[src/rtl/pipe_ctrl.sv]
// pipe_ctrl: control unit for an in-order RV32I pipeline.
//
// Tracks NSTAGE post-decode slots (slot 0 = EX, slot 1 = MEM, slot NSTAGE-1 = WB).
// Decodes slot 0 into ALU/branch controls, resolves operand forwarding from
// older slots, detects load-use hazards against the decode-stage instruction,
// and drives memory and write-back controls from slots 1 and NSTAGE-1.
//
// Ports:
//   clk, rst                      clock, synchronous active-high reset
//   inst_i, inst_valid_i          decode-stage instruction
//   br_eq_i, br_lt_i              branch comparator results for slot 0
//   br_un_o                       unsigned compare for slot 0
//   fwd_a_sel_o, fwd_b_sel_o      0 = register file, k = result of slot k
//   a_pc_sel_o, b_imm_sel_o       ALU A = PC, ALU B = immediate
//   alu_op_o                      ALU operation for slot 0
//   mem_we_o, mem_re_o            slot-1 store / load
//   wb_sel_o                      WB source: 0 ALU, 1 memory, 2 PC+4
//   reg_w_en_o, reg_w_addr_o      WB-slot register write
//   pc_sel_o, flush_o, stall_o    redirect, discard inst_i, hold PC/inst_i
//   illegal_o                     pulse when an unknown opcode is dropped
//   stall_cnt_o, flush_cnt_o      saturating event counters
// Every output is forced to 0 while rst is high.
module pipe_ctrl #(
    parameter int NSTAGE       = 3,
    parameter int LOAD_FWD_MIN = 2,
    parameter int CNT_W        = 16
) (
    input  logic                      clk,
    input  logic                      rst,
    input  logic [31:0]               inst_i,
    input  logic                      inst_valid_i,
    input  logic                      br_eq_i,
    input  logic                      br_lt_i,
    output logic                      br_un_o,
    output logic [$clog2(NSTAGE)-1:0] fwd_a_sel_o,
    output logic [$clog2(NSTAGE)-1:0] fwd_b_sel_o,
    output logic                      a_pc_sel_o,
    output logic                      b_imm_sel_o,
    output logic [3:0]                alu_op_o,
    output logic                      mem_we_o,
    output logic                      mem_re_o,
    output logic [1:0]                wb_sel_o,
    output logic                      reg_w_en_o,
    output logic [4:0]                reg_w_addr_o,
    output logic                      pc_sel_o,
    output logic                      stall_o,
    output logic                      flush_o,
    output logic                      illegal_o,
    output logic [CNT_W-1:0]          stall_cnt_o,
    output logic [CNT_W-1:0]          flush_cnt_o
);

    localparam int SW = $clog2(NSTAGE);
    localparam int WB = NSTAGE - 1;

    localparam logic [6:0] OP_REGREG = 7'b0110011;
    localparam logic [6:0] OP_REGIMM = 7'b0010011;
    localparam logic [6:0] OP_LOAD   = 7'b0000011;
    localparam logic [6:0] OP_STORE  = 7'b0100011;
    localparam logic [6:0] OP_BRANCH = 7'b1100011;
    localparam logic [6:0] OP_JAL    = 7'b1101111;
    localparam logic [6:0] OP_JALR   = 7'b1100111;
    localparam logic [6:0] OP_LUI    = 7'b0110111;
    localparam logic [6:0] OP_AUIPC  = 7'b0010111;

    localparam logic [3:0] ALU_NOP  = 4'd0;
    localparam logic [3:0] ALU_ADD  = 4'd1;
    localparam logic [3:0] ALU_AND  = 4'd2;
    localparam logic [3:0] ALU_SLL  = 4'd4;
    localparam logic [3:0] ALU_SRL  = 4'd5;
    localparam logic [3:0] ALU_OR   = 4'd6;
    localparam logic [3:0] ALU_XOR  = 4'd7;
    localparam logic [3:0] ALU_SLT  = 4'd8;
    localparam logic [3:0] ALU_SLTU = 4'd9;
    localparam logic [3:0] ALU_SRA  = 4'd10;
    localparam logic [3:0] ALU_LUI  = 4'd11;
    localparam logic [3:0] ALU_SUB  = 4'd12;

    function automatic logic is_legal(input logic [6:0] op);
        return (op == OP_REGREG) || (op == OP_REGIMM) || (op == OP_LOAD) ||
               (op == OP_STORE)  || (op == OP_BRANCH) || (op == OP_JAL)  ||
               (op == OP_JALR)   || (op == OP_LUI)    || (op == OP_AUIPC);
    endfunction

    function automatic logic writes_rd(input logic [6:0] op);
        return (op == OP_REGREG) || (op == OP_REGIMM) || (op == OP_LOAD) ||
               (op == OP_JAL)    || (op == OP_JALR)   || (op == OP_LUI)  ||
               (op == OP_AUIPC);
    endfunction

    function automatic logic reads_rs1(input logic [6:0] op);
        return (op == OP_REGREG) || (op == OP_REGIMM) || (op == OP_LOAD) ||
               (op == OP_STORE)  || (op == OP_BRANCH) || (op == OP_JALR);
    endfunction

    function automatic logic reads_rs2(input logic [6:0] op);
        return (op == OP_REGREG) || (op == OP_STORE) || (op == OP_BRANCH);
    endfunction

    logic [31:0]       slot_inst_q [NSTAGE];
    logic [31:0]       slot_inst_d [NSTAGE];
    logic [NSTAGE-1:0] vld_q, vld_d;
    logic [CNT_W-1:0]  stall_cnt_q, stall_cnt_d;
    logic [CNT_W-1:0]  flush_cnt_q, flush_cnt_d;

    logic [NSTAGE-1:0] wr_any;     // slot holds a real write to a nonzero rd
    logic [NSTAGE-1:0] wr_load;    // ... and that write comes from a load
    logic [NSTAGE-1:0] fwd_ok;     // slot may supply a forwarded result

    logic [6:0] op0;
    logic [2:0] f3_0;
    logic       v0;
    logic [3:0] alu_raw;
    logic       br_un_raw, a_pc_raw, b_imm_raw, pc_sel_raw;
    logic [SW-1:0] fwd_a_raw, fwd_b_raw;

    logic       legal_i, ld_late_a, ld_late_b;
    logic       stall_raw, flush_raw, stall_eff;

    assign op0  = slot_inst_q[0][6:0];
    assign f3_0 = slot_inst_q[0][14:12];
    assign v0   = vld_q[0];

    always_comb begin
        for (int k = 0; k < NSTAGE; k++) begin
            wr_any[k]  = vld_q[k] && writes_rd(slot_inst_q[k][6:0]) &&
                         (slot_inst_q[k][11:7] != 5'd0);
            wr_load[k] = wr_any[k] && (slot_inst_q[k][6:0] == OP_LOAD);
            // A load still short of the data return point cannot forward.
            fwd_ok[k]  = wr_any[k] && !(wr_load[k] && (k < LOAD_FWD_MIN));
        end
    end

    // Slot-0 decode
    always_comb begin
        alu_raw    = ALU_NOP;
        br_un_raw  = 1'b0;
        a_pc_raw   = 1'b0;
        b_imm_raw  = 1'b0;
        pc_sel_raw = 1'b0;
        if (v0) begin
            b_imm_raw = (op0 != OP_REGREG);
            a_pc_raw  = (op0 == OP_BRANCH) || (op0 == OP_JAL) || (op0 == OP_AUIPC);
            unique case (op0)
                OP_REGREG, OP_REGIMM: begin
                    unique case (f3_0)
                        3'b000: alu_raw = (op0 == OP_REGREG && slot_inst_q[0][30]) ?
                                          ALU_SUB : ALU_ADD;
                        3'b001: alu_raw = ALU_SLL;
                        3'b010: alu_raw = ALU_SLT;
                        3'b011: alu_raw = ALU_SLTU;
                        3'b100: alu_raw = ALU_XOR;
                        3'b101: alu_raw = slot_inst_q[0][30] ? ALU_SRA : ALU_SRL;
                        3'b110: alu_raw = ALU_OR;
                        default: alu_raw = ALU_AND;
                    endcase
                end
                OP_LUI: alu_raw = ALU_LUI;
                OP_BRANCH: begin
                    alu_raw   = ALU_ADD;
                    br_un_raw = (f3_0[2:1] == 2'b11);
                    unique case (f3_0)
                        3'b000:         pc_sel_raw = br_eq_i;
                        3'b001:         pc_sel_raw = !br_eq_i;
                        3'b100, 3'b110: pc_sel_raw = br_lt_i;
                        3'b101, 3'b111: pc_sel_raw = !br_lt_i;
                        default:        pc_sel_raw = 1'b0;
                    endcase
                end
                OP_JAL, OP_JALR: begin
                    alu_raw    = ALU_ADD;
                    pc_sel_raw = 1'b1;
                end
                default: alu_raw = ALU_ADD;
            endcase
        end
    end

    // Forwarding: scan oldest to youngest so the lowest matching slot wins.
    always_comb begin
        fwd_a_raw = '0;
        fwd_b_raw = '0;
        for (int k = NSTAGE - 1; k >= 1; k--) begin
            if (fwd_ok[k] && slot_inst_q[k][11:7] == slot_inst_q[0][19:15])
                fwd_a_raw = SW'(k);
            if (fwd_ok[k] && slot_inst_q[k][11:7] == slot_inst_q[0][24:20])
                fwd_b_raw = SW'(k);
        end
        if (!(v0 && reads_rs1(op0))) fwd_a_raw = '0;
        if (!(v0 && reads_rs2(op0))) fwd_b_raw = '0;
    end

    // Load-use: the youngest writer of each source decides. If it is a load
    // that would still sit below LOAD_FWD_MIN once inst_i enters slot 0, hold.
    always_comb begin
        ld_late_a = 1'b0;
        ld_late_b = 1'b0;
        for (int k = NSTAGE - 1; k >= 0; k--) begin
            if (wr_any[k] && slot_inst_q[k][11:7] == inst_i[19:15])
                ld_late_a = wr_load[k] && (k + 2 <= LOAD_FWD_MIN);
            if (wr_any[k] && slot_inst_q[k][11:7] == inst_i[24:20])
                ld_late_b = wr_load[k] && (k + 2 <= LOAD_FWD_MIN);
        end
    end

    assign legal_i   = is_legal(inst_i[6:0]);
    assign stall_raw = inst_valid_i && legal_i &&
                       ((reads_rs1(inst_i[6:0]) && ld_late_a) ||
                        (reads_rs2(inst_i[6:0]) && ld_late_b));
    assign flush_raw = v0 && pc_sel_raw;
    assign stall_eff = stall_raw && !flush_raw;

    // Slots 1.. always advance; only the slot-0 source changes.
    always_comb begin
        slot_inst_d[0] = inst_i;
        vld_d[0]       = inst_valid_i && legal_i && !stall_eff && !flush_raw;
        for (int k = 1; k < NSTAGE; k++) begin
            slot_inst_d[k] = slot_inst_q[k-1];
            vld_d[k]       = vld_q[k-1];
        end
        stall_cnt_d = stall_cnt_q;
        flush_cnt_d = flush_cnt_q;
        if (stall_eff && stall_cnt_q != '1) stall_cnt_d = stall_cnt_q + 1'b1;
        if (flush_raw && flush_cnt_q != '1) flush_cnt_d = flush_cnt_q + 1'b1;
    end

    always_ff @(posedge clk) begin
        if (rst) begin
            vld_q       <= '0;
            stall_cnt_q <= '0;
            flush_cnt_q <= '0;
            for (int k = 0; k < NSTAGE; k++) slot_inst_q[k] <= '0;
        end else begin
            vld_q       <= vld_d;
            stall_cnt_q <= stall_cnt_d;
            flush_cnt_q <= flush_cnt_d;
            slot_inst_q <= slot_inst_d;
        end
    end

    always_comb begin
        br_un_o      = 1'b0;
        fwd_a_sel_o  = '0;
        fwd_b_sel_o  = '0;
        a_pc_sel_o   = 1'b0;
        b_imm_sel_o  = 1'b0;
        alu_op_o     = ALU_NOP;
        mem_we_o     = 1'b0;
        mem_re_o     = 1'b0;
        wb_sel_o     = 2'd0;
        reg_w_en_o   = 1'b0;
        reg_w_addr_o = 5'd0;
        pc_sel_o     = 1'b0;
        stall_o      = 1'b0;
        flush_o      = 1'b0;
        illegal_o    = 1'b0;
        stall_cnt_o  = '0;
        flush_cnt_o  = '0;
        if (!rst) begin
            br_un_o      = br_un_raw;
            fwd_a_sel_o  = fwd_a_raw;
            fwd_b_sel_o  = fwd_b_raw;
            a_pc_sel_o   = a_pc_raw;
            b_imm_sel_o  = b_imm_raw;
            alu_op_o     = alu_raw;
            mem_we_o     = vld_q[1] && (slot_inst_q[1][6:0] == OP_STORE);
            mem_re_o     = vld_q[1] && (slot_inst_q[1][6:0] == OP_LOAD);
            if (vld_q[WB] && slot_inst_q[WB][6:0] == OP_LOAD)
                wb_sel_o = 2'd1;
            else if (vld_q[WB] && (slot_inst_q[WB][6:0] == OP_JAL ||
                                   slot_inst_q[WB][6:0] == OP_JALR))
                wb_sel_o = 2'd2;
            reg_w_en_o   = wr_any[WB];
            reg_w_addr_o = slot_inst_q[WB][11:7];
            pc_sel_o     = pc_sel_raw;
            stall_o      = stall_eff;
            flush_o      = flush_raw;
            illegal_o    = inst_valid_i && !legal_i && !flush_raw;
            stall_cnt_o  = stall_cnt_q;
            flush_cnt_o  = flush_cnt_q;
        end
    end

endmodule
[config.mk]
export PLATFORM = sky130hd
export DESIGN_NAME = pipe_ctrl
export DESIGN_NICKNAME = d
export VERILOG_FILES = /design/src/rtl/pipe_ctrl.sv
export SDC_FILE = /design/constraint.sdc
export NUM_CORES = 1
export LEC_CHECK = 0
export ABC_AREA = 1
export BUFFER_PORTS_ARGS = -buffer_cell sky130_fd_sc_hd__buf_4
export CAP_MARGIN = 25
export CORE_ASPECT_RATIO = 0.5
export CORE_MARGIN = 5
export CORE_UTILIZATION = 32
export CTS_BUF_LIST = sky130_fd_sc_hd__clkbuf_4 sky130_fd_sc_hd__clkbuf_8 sky130_fd_sc_hd__clkbuf_16
export DETAILED_ROUTE_END_ITERATION = 6
export SLEW_MARGIN = 20
export SYNTH_ARGS = -nofsm -noshare
export SYNTH_HDL_FRONTEND = slang
export SYNTH_SLANG_ARGS = --single-unit
[constraint.sdc]
create_clock -name clk -period 4 [get_ports clk]
set_input_delay 0.4 -clock clk [delete_from_list [all_inputs] [get_ports clk]]
set_output_delay 0.4 -clock clk [all_outputs]
set_load 0.02 [all_outputs]
**After elaboration in Yosys (flattened, before gate mapping)**

Index checks and enable logic that the tools add are counted.

- Register bits: 90
- Bits of input ports: 37
- Output and inout port bits: 57
- Logic and storage cells: 183

- $add $sub $neg: 2
- Equality and inequality tests: 50
- Muxes and demuxes: 39
- Reductions and logical operators: 86

Operators with widths:

| operator | count |
|---|---|
| 7-bit by 6-bit == test with 1-bit output (second input constant) | 11 |
| 7-bit == test (second input constant) | 10 |
| 7-bit by 5-bit == test with 1-bit output (second input constant) | 8 |
| 1-bit logical OR | 38 |
| 1-bit logical AND | 34 |
| 16-bit by 1-bit adder with 16-bit output (second input constant) | 2 |
| 16-bit 2-to-1 mux | 2 |
| 16-bit != test (second input constant) | 2 |
| 5-bit == test | 6 |
| 7-bit by 2-bit == test with 1-bit output (second input constant) | 4 |
| 4-bit case mux with 7 select lines | 1 |
| 2-bit 2-to-1 mux | 11 |
| 1-bit 2-to-1 mux | 17 |
| 4-bit 2-to-1 mux | 4 |
| 5-bit nonzero test | 3 |
| 3-bit == test (second input constant) | 4 |
| 4-bit case mux with 2 select lines | 1 |
| 2-bit OR reduction | 4 |
| 7-bit by 6-bit != test with 1-bit output (second input constant) | 1 |
| 3-bit by 2-bit == test with 1-bit output (second input constant) | 2 |
| 1-bit zero test | 6 |
| 5-bit 2-to-1 mux | 1 |
| 1-bit case mux with 4 select lines | 1 |
| 3-bit by 1-bit == test with 1-bit output (second input constant) | 1 |
| other kinds (3) | 3 |

**Depth between registers and ports, before layout**

Gate-level depths: netlist of the first run.

- Word-level depth: 18
- Gate-level depth with buffers: 14
- Mapped depth without buffers: 14

**Worst setup path after synthesis of the first run**

No wires, ideal clock.

- Path kind: reg2out
- From: register slot_inst_q (netlist bit f3_0[2])
- To: output port illegal_o
- Arrival: 1.542 ns
- Required time: 3.600 ns
- Path slack: 2.058 ns
- Stages on the path, launching flop included: 11
- Buffers on the path: 1
- Path through: dfxtp_1 -> buf_2 -> nand2_1 -> inv_1 -> o21ai_1 -> o211ai_1 -> nand2_1 -> nand2_2 -> nand2_2 -> nand2_1 -> nor3b_1

- Cells in the longest elaborated chain, start to end: 9
- Elaborated cells on any way between the ends: 15
- Those cells by class: eq/ne (5); mux (4); reduce/logical (6)

Ends and longest elaborated chain:

| element | line | RTL |
|---|---|---|
| start: declaration | 100 | `logic [31:0] slot_inst_q [NSTAGE];` |
| start signal: assignment | 237 | `slot_inst_q <= slot_inst_d;` |
| 3-bit == test | 162 | `unique case (f3_0)` |
| 2-bit OR reduction | 162 |  |
| 1-bit case mux with 4 select lines (*) | 162 |  |
| 1-bit case mux with 2 select lines (*) | 144 | `unique case (op0)` |
| 1-bit 2-to-1 mux (*) | 141 | `if (v0) begin` |
| 1-bit logical AND (*) | 210 | `assign flush_raw = v0 && pc_sel_raw;` |
| 1-bit zero test (*) | 278 | `illegal_o = inst_valid_i && !legal_i && !flush_raw;` |
| 1-bit logical AND (*) | 278 |  |
| 1-bit 2-to-1 mux (*) | 259 | `if (!rst) begin` |
| end: declaration | 48 | `output logic illegal_o,` |

Mark *: on every way between the ends. The rest lies on a longest branch, timed or not.

**Final worst setup path of the first run**

- From: register slot_inst_q (netlist bit op0[1])
- To: output port alu_op_o[3]

- Cells in the longest elaborated chain, start to end: 7
- Elaborated cells on any way between the ends: 10
- Those cells by class: eq/ne (3); mux (5); reduce/logical (2)

Ends and longest elaborated chain:

| element | line | RTL |
|---|---|---|
| 7-bit by 6-bit == test with 1-bit output | 144, 147 |  |
| 1-bit logical AND | 147 | `3'b000: alu_raw = (op0 == OP_REGREG && slot_inst_q[0][30]) ?` |
| 4-bit 2-to-1 mux | 147 |  |
| 4-bit case mux with 7 select lines | 146 | `unique case (f3_0)` |
| 4-bit case mux with 2 select lines (*) | 144 |  |
| 4-bit 2-to-1 mux (*) | 141 |  |
| 4-bit 2-to-1 mux (*) | 259 |  |
| end: declaration | 39 | `output logic [3:0] alu_op_o,` |

Marks and branches as above.

==> results of run 1 <==
-- cells in the mapped netlist, drive strengths merged --
| cell | n |
|---|---|
| nor3b | 2 |
| inv | 130 |
| ha | 2 |
| dfxtp | 85 |
| o2111ai | 1 |
| nor3 | 28 |
| xor2 | 23 |
| nand4 | 22 |
| o31ai | 1 |
| a21oi | 21 |
| clkbuf | 13 |
| nand3 | 53 |
| o211ai | 2 |
| nor2 | 173 |
| nand2 | 109 |
| o311ai | 1 |
| a31oi | 1 |
| buf | 7 |
| nor4 | 6 |
| clkinv | 2 |
| and2 | 1 |
| xnor2 | 11 |
| o21ai | 12 |
-- cells in the final DEF (no fill, tap or decap), types with 3 or more instances in the layout --
cell type	count
inv_1	126
nand2_2	7
xnor2_1	11
nor4_1	6
buf_4	89
nor2_2	15
dfxtp_1	85
inv_2	4
o21ai_0	10
a21oi_1	21
clkinvlp_4	3
nand4_1	20
nand3_1	39
nand3_2	13
nor2_1	158
nor3_1	24
clkbuf_16	9
xor2_1	23
nand2_1	102
-- per-layer routing --
layer	routed length [um]	up-vias	share of wire, %
met4	136	0	1.2
li1	-	2336	-
met1	5850	1997	50
met5	0	-	0
met3	430	13	3.7
met2	5360	99	46
-- power by group through the flow --
stage	clock network (mW)	registers, mW	logic, mW
finish	0.792	0.891	0.136
floorplan	0	0.904	0.0888
CTS	0.815	0.891	0.137
global route	0.853	0.894	0.157
global placement	0	0.909	0.134
detailed placement	0	0.910	0.137
-- stage by stage --
stage / utilization [%] / std cells
final: 40.0 / 989
after global routing: 40.0 / 989
after CTS: 40.0 / 989
after detailed placement: 38.1 / 973
after global placement: 38.1 / 973
after floorplan: - / 706
-- state kept, by name (all words and copies together) (netlist names) --
name,cells
slot_inst_d,28
op0,7
slot_inst_q,12
f3_0,3
vld_q,3
flush_cnt_q,16
stall_cnt_q,16
-- kinds of logic (layout without fill, tap and decap cells) --
logic type / count (synthesis) / after routing / share of synthesized area, %
AOI/OAI and AO/OA: 39 / 39 / 4.50
xor gates and xnor gates: 34 / 34 / 6.34
adders and majority gates: 2 / 2 / 0.533
buffers and inverters: 152 / 237 / 13.1
DFF: 85 / 85 / 36.2
and+or+nand+nor: 394 / 394 / 39.3
-- cell type report --
cell class	count	area, sq um
fill	1544	8650
multi-input combinational	469	2380
sequential	85	1700
timing repair buffer	89	668
inverter	132	497
tap	198	248
clock buffer	9	225
clock inverter	7	56.3
-- how the worst max path moves through the flow --
stage | to
final | alu_op_o[3]
after detailed placement | fwd_b_sel_o[1]
after global routing | alu_op_o[3]
after global placement | br_un_o
after CTS | alu_op_o[3]
after floorplan | illegal_o
-- critical path, cell delays in order, from the launching register on --
cell and delay [ns]:
dfxtp_1 0.34, nand2_2 0.11, nor3_4 0.16, inv_1 0.14, nor3_1 0.36, nand3_1 0.17, o211ai_1 0.13, nand2_1 0.07
a21oi_1 0.14, buf_4 0.16
==> results.md, run 1 <==
* R2r startpoint: flush_cnt_q[0]
* Crit path kind: flip-flop to primary output
* Critical path arrival at 2.13 ns
* R2R setup slack at 1.88 ns
* Max Buffers Root-to-Sink at 2
* Worst setup SP type: flip-flop
* Post_cts resized at 0
* GR peak layer: met2
* Clock-pin slew on the worst setup and hold paths at 0.07 ns
* CP Capture Type: primary output
* # setup viols final at 0
* Register bit count reported by yosys at 85
* Drt wl/cell at 11.9 um
* CTS Buf Count at 9
* Total wire length at 11.8 mm
* First-pass GRT wire length at 19.9 mm
* Fin. max-slew vios at 0
* Setup total negative slack at 0 ns
* Die Y at 95.7 um
* Synthesis-to-finish area growth at 23.0%
* Crit share post-route at 63.2%
* Max-Cap Viols at 0
* Row Count at 31
* Switch Pwr at 465 uW
* Drt via density at 4.49
* Cells after synthesis at 706
* Clock power share at 43.6%
* Met1 GRT Util at 19.0%
* RSZ-0062 raised after global routing: false
* Hold Crit Endpoint: f3_0[0]
* Drt first-iter violations at 240
* Seq pwr share at 49.0%
* Core Region at 14400 sq um
* Largest net degree at the start of global routing at 63
* Setup slack at placement at 1.82 ns
* Io pins at 94
* Cell Pwr Density at 315 nW/um^2
* CP Max Fanout at 5
* Hold Path Class: input port to flip-flop
* GPL Wtd Cong at 0.843
* Hold buffers post-CTS at 0
* Clock skew at 0.0121 ns
* Worst EP required at 3.60 ns
* DR pass1 iterations at 7
* Setup repair bufs after CTS at 0
* Antenna diode count at 0
* Initial Util at 32.5%
* Worst Tran Pin Value at 0.597 ns
* Min setup slack post-route at 1.47 ns
* Netlist cell types at 39
* Synth warn at 0
* Worst slew margin at 60.2%
* TritonCTS clock tree: done
* Synth area leaders: dfxtp_1 36%, nor2_1 13%, inv_1 10%
* Die Width at 181 um
* Share of layout cells above drive strength 1 at 19.2%
* Clock root cell: clkbuf_16
* DR vias at 4445
* Placed Instance Area at 5500 sq um
* CP Launch Point: op0[1]
* Design area at 5780 sq um
* Met3 Use GR at 2.67%
* WHS Path Cells at 3
* Gr ovfl total at 0
* Final hold slack at 0.261 ns
* DPL Wire Length at 9.02 mm
* Combinational share of power at 7.5%
* Worst vdd ir at 0.186 mV
* F_max at 396 MHz
* Residual DRC count at 0
* Vias in the first global route at 4162
* Initial antenna violation count at 0
* Final hold vios at 0
* Fin crit period at 2.53 ns
* Overall Power at 1.82 mW
* Grt met2 use at 22.6%
* Post-DRT Antenna Nets at 0
* Post-Syn Nets at 745
* Port bufs at 87
* Leak at 2.50 nW
* Worst r2r dst: flush_cnt_q[14]
* Tot GR Track Use at 13.9%
* Yosys top cell area share at 36.2%
* Final-stage net count at 825
* Post-synth top area cell: dfxtp_1
* Net Sw Frac at 25.6%
* Mapped Avg Cell Area at 6.65 sq um
* Outcome: finished, final reports clean
* Hold path start: inst_i[12]
* Die area at 17300 sq um
* Post-synthesis sequential area ratio at 36.2%
* Clock sinks at 85
* Internal power at 1.35 mW
* Mapped Area at 4700 sq um
* Clk_lat worst skew at 0.34 ns
* H-Tree Level Count at 3
* Reg2Reg Depth at 7
No activity file was read; power rests on OpenSTA's default activity.
==> run 2: changes to the inputs <==
ABC_AREA = 0   (was 1)
clock period = 2.4 ns   (was 4 ns; I/O delays follow)
==> run 2 against run 1 <==
  * Critical path depth is 2 lower
  * Clock skew down 0.0053 ns
  * Die area is 10% lower
  * Sequential cell count is the same
  * Synthesized cell count shrank 32%
  * Final cell count fell by 24%
  * Core utilization rose by 2.5 points
  * Highest routed layer unchanged
==> results.md, run 2 <==
* Mapped Avg Cell Area at 8.65 sq um (was 6.65 sq um)
* Worst EP required at 2.63 ns (was 3.60 ns)
* Die Width at 172 um (was 181 um)
* Drt wl/cell at 13.3 um (was 11.9 um)
* Mapped Area at 4180 sq um (was 4700 sq um)
* Final hold vios at 0 (unchanged)
* Tot GR Track Use at 13.0% (was 13.9%)
* Row Count at 29 (was 31)
* Largest net degree at the start of global routing at 54 (was 63)
* Hold buffers post-CTS at 0 (unchanged)
* Outcome: finished, final reports clean (unchanged)
* Cell Pwr Density at 576 nW/um^2 (was 315 nW/um^2)
* Post-synthesis sequential area ratio at 40.7% (was 36.2%)
* Synthesis-to-finish area growth at 29.6% (was 23.0%)
* Storage element area at 1700 sq um (about the same)
* Fin. max-slew vios at 0 (unchanged)
* Crit share post-route at 94.7%
* Worst slew margin at 66.6% (was 60.2%)
* First-pass GRT wire length at 16.5 mm (was 19.9 mm)
* Number of enable flip-flop cells after synthesis at 0 (unchanged)
* Most frequent cells in the layout: 101 x buf_4, 85 x nor2b_1, 83 x dfxtp_1 (was 158 x nor2_1, 126 x inv_1, 102 x nand2_1)
* Setup total negative slack at 0 ns (unchanged)
* H-Tree Level Count at 3 (unchanged)
* Io pins at 94 (unchanged)
* Clock root cell: clkbuf_16 (unchanged)
* Worst setup SP type: flip-flop (unchanged)
* Final cell count without fillers at 752 (was 989)
* Max Buffers Root-to-Sink at 2 (unchanged)
* Die Y at 90.8 um (was 95.7 um)
* Multi-input logic area at 2390 sq um (was 2380 sq um)
* Crit path kind: flip-flop to flip-flop (was flip-flop to primary output)
* Final-stage net count at 616 (was 825)
* Leak at 2.14 nW (was 2.50 nW)
* Share of layout cells above drive strength 1 at 25.1% (was 19.2%)
* Synth warn at 0 (unchanged)
* Ys async rst share at 0% (unchanged)
* Critical Path Slowest Stage Cell: or4_1 (was nor3_1)
* Post-DRT Antenna Nets at 0 (unchanged)
* TritonCTS clock tree: done (unchanged)
* Yosys top cell area share at 40.7% (was 36.2%)
* Critical path arrival at 2.50 ns (was 2.13 ns)
* Placed cells at 735 (was 973)
* Netlist cell types at 56 (was 39)
* Hold Path Class: input port to flip-flop (unchanged)
* Residual DRC count at 0 (unchanged)
* Core Region at 12700 sq um (was 14400 sq um)
* # setup viols final at 0 (unchanged)
* Antenna diode count at 0 (unchanged)
* RSZ-0062 raised after global routing: false (unchanged)
* Commonest non-fill, non-tap cell in the layout: buf_4 (was nor2_1)
* GPL Wtd Cong at 0.802 (was 0.843)
* CP Capture Type: flip-flop (was primary output)
* Port bufs at 87 (unchanged)
* Drt via density at 4.66 (was 4.49)
* Worst vdd ir at 0.344 mV (was 0.186 mV)
* CP Max Fanout at 7 (was 5)
* Initial Util at 32.8% (was 32.5%)
* Synth area leaders: dfxtp_1 41%, nor2b_1 13%, nor2_1 4.7% (was dfxtp_1 36%, nor2_1 13%, inv_1 10%)
* FILL cells at 1278 (was 1544)
* Post-synth top area cell: dfxtp_1 (unchanged)
* Cells after synthesis at 483 (was 706)
* Initial antenna violation count at 0 (unchanged)
* DR vias at 3504 (was 4445)
* Clock sinks at 85 (unchanged)
* Gr ovfl total at 0 (unchanged)
* Clock-pin slew on the worst setup and hold paths at 0.06 ns (was 0.07 ns)
* Max reg flops at 28 (unchanged)
* F_max at 440 MHz
* Worst Tran Pin Value at 0.501 ns (was 0.597 ns)
* Clk_lat worst skew at 0.33 ns (was 0.34 ns)
* Register bit count reported by yosys at 85 (unchanged)
* DPL Wire Length at 7.69 mm (was 9.02 mm)
* Max incr delay on CP at 0.56 ns (was 0.36 ns)
* Ys flop type: dfxtp_1 (unchanged)
* CTS Buf Count at 9 (unchanged)
* Worst path cell trace: ha_1 > nand2_1 > or4_1 > nor2_2 > a211o_1 > nor2_1 > mux2_2 (was nand2_2 > nor3_4 > inv_1 > nor3_1 > nand3_1 > o211ai_1 > nand2_1 > a21oi_1 > buf_4)
* Clock skew at 0.00675 ns (was 0.0121 ns)
* Total wire length at 10.0 mm (was 11.8 mm)
* Fin crit period at 2.27 ns
* Max-Cap Viols at 0 (unchanged)
* Top cells by instance count after synthesis: 85 x dfxtp_1, 85 x nor2b_1, 52 x nor2_1 (was 158 x nor2_1, 126 x inv_1, 102 x nand2_1)
* Overall Power at 3.12 mW (was 1.82 mW)
* DR pass1 iterations at 4 (was 7)
* Vias in the first global route at 3483 (was 4162)
* Drt first-iter violations at 163 (was 240)
* Die area at 15600 sq um (was 17300 sq um)
* Post-Syn Nets at 522 (was 745)
## run 2: cell count changes in the layout (fill, tap and decap cells not counted), moves of 12 or more
cell	previous run	this run
nor2_1	158	51
nor2_2	15	1
buf_4	89	101
nor2b_1	0	85
inv_1	126	10
nand3_2	13	0
nand2_1	102	31
nand3_1	39	20
## run 2: power by group
group	internal, mW	switching [mW]
clock network	0.841	0.569
logic	0.112	0.107
registers	1.45	0.0416
## run 2: cells by family after synthesis
kind of cell               synth area share, %
muxes                                     2.69
DFF                                       40.7
xor gates and xnor gates                  9.01
buffers and inverters                     2.99
AOI/OAI and AO/OA                         8.26
and+or+nand+nor                           35.7
adders and majority gates                0.599
## run 2: critical path, delay by kind of cell, from the launching register on
family	cells	cell delay (ns)
flip-flops	1	0.38
multiplexers	1	0.27
adder cells (fa/ha/maj)	1	0.24
AND/OR/NAND/NOR	4	1.01
AO/OA/AOI/OAI	1	0.28
## run 2: routing by layer
metal	vias to the layer above	global-route usage (%)	routed length, um	share of wire [%]
li1	1847	-	-	-
met1	1607	16.3	4730	47
met2	42	21.8	4830	48
met3	8	3.89	386	3.8
met4	0	3.16	90	0.90
met5	-	0	0	0
## run 2: final timing paths
| path | end | cells after the start | slack, ns | from |
|---|---|---|---|---|
| setup / recovery | stall_cnt_q[11] | 7 | 0.13 | stall_cnt_q[1] |
| hold / removal | slot_inst_d[62] | 2 | 0.11 | inst_i[30] |
| setup reg to reg | stall_cnt_q[11] | 7 | 0.13 | stall_cnt_q[1] |
| hold reg to reg | slot_inst_q[5] | 2 | 0.47 | slot_inst_d[5] |
## run 2: cell type report
cell class                      instances  share of cell area (%)
Multi-Input combinational cell        370                    44.2
Clock inverter                          6                    1.29
Sequential cell                        85                    31.5
Inverter                               10                   0.693
Clock buffer                           10                    4.41
Tap cell                              170                    3.93
Timing Repair Buffer                  101                    14.0
## run 2: timing repair
item / in CTS / in global routing
setup buffers: 0 / 1
setup endpoints to repair: 0 / 16
gates resized for setup: 0 / 10
## run 2: through the flow
step                      util (%)  setup slack [ns]  hold slack (ns)  cell area [sq um]
after global routing          42.5           0.00431            0.109               5420
after CTS                     42.1           0.00494            0.102               5370
after global placement        39.7             0.107            0.452               5060
after floorplan                  -             0.196            0.368               4180
after detailed placement      39.7             0.111            0.455               5060
final                         42.5             0.127            0.114               5420
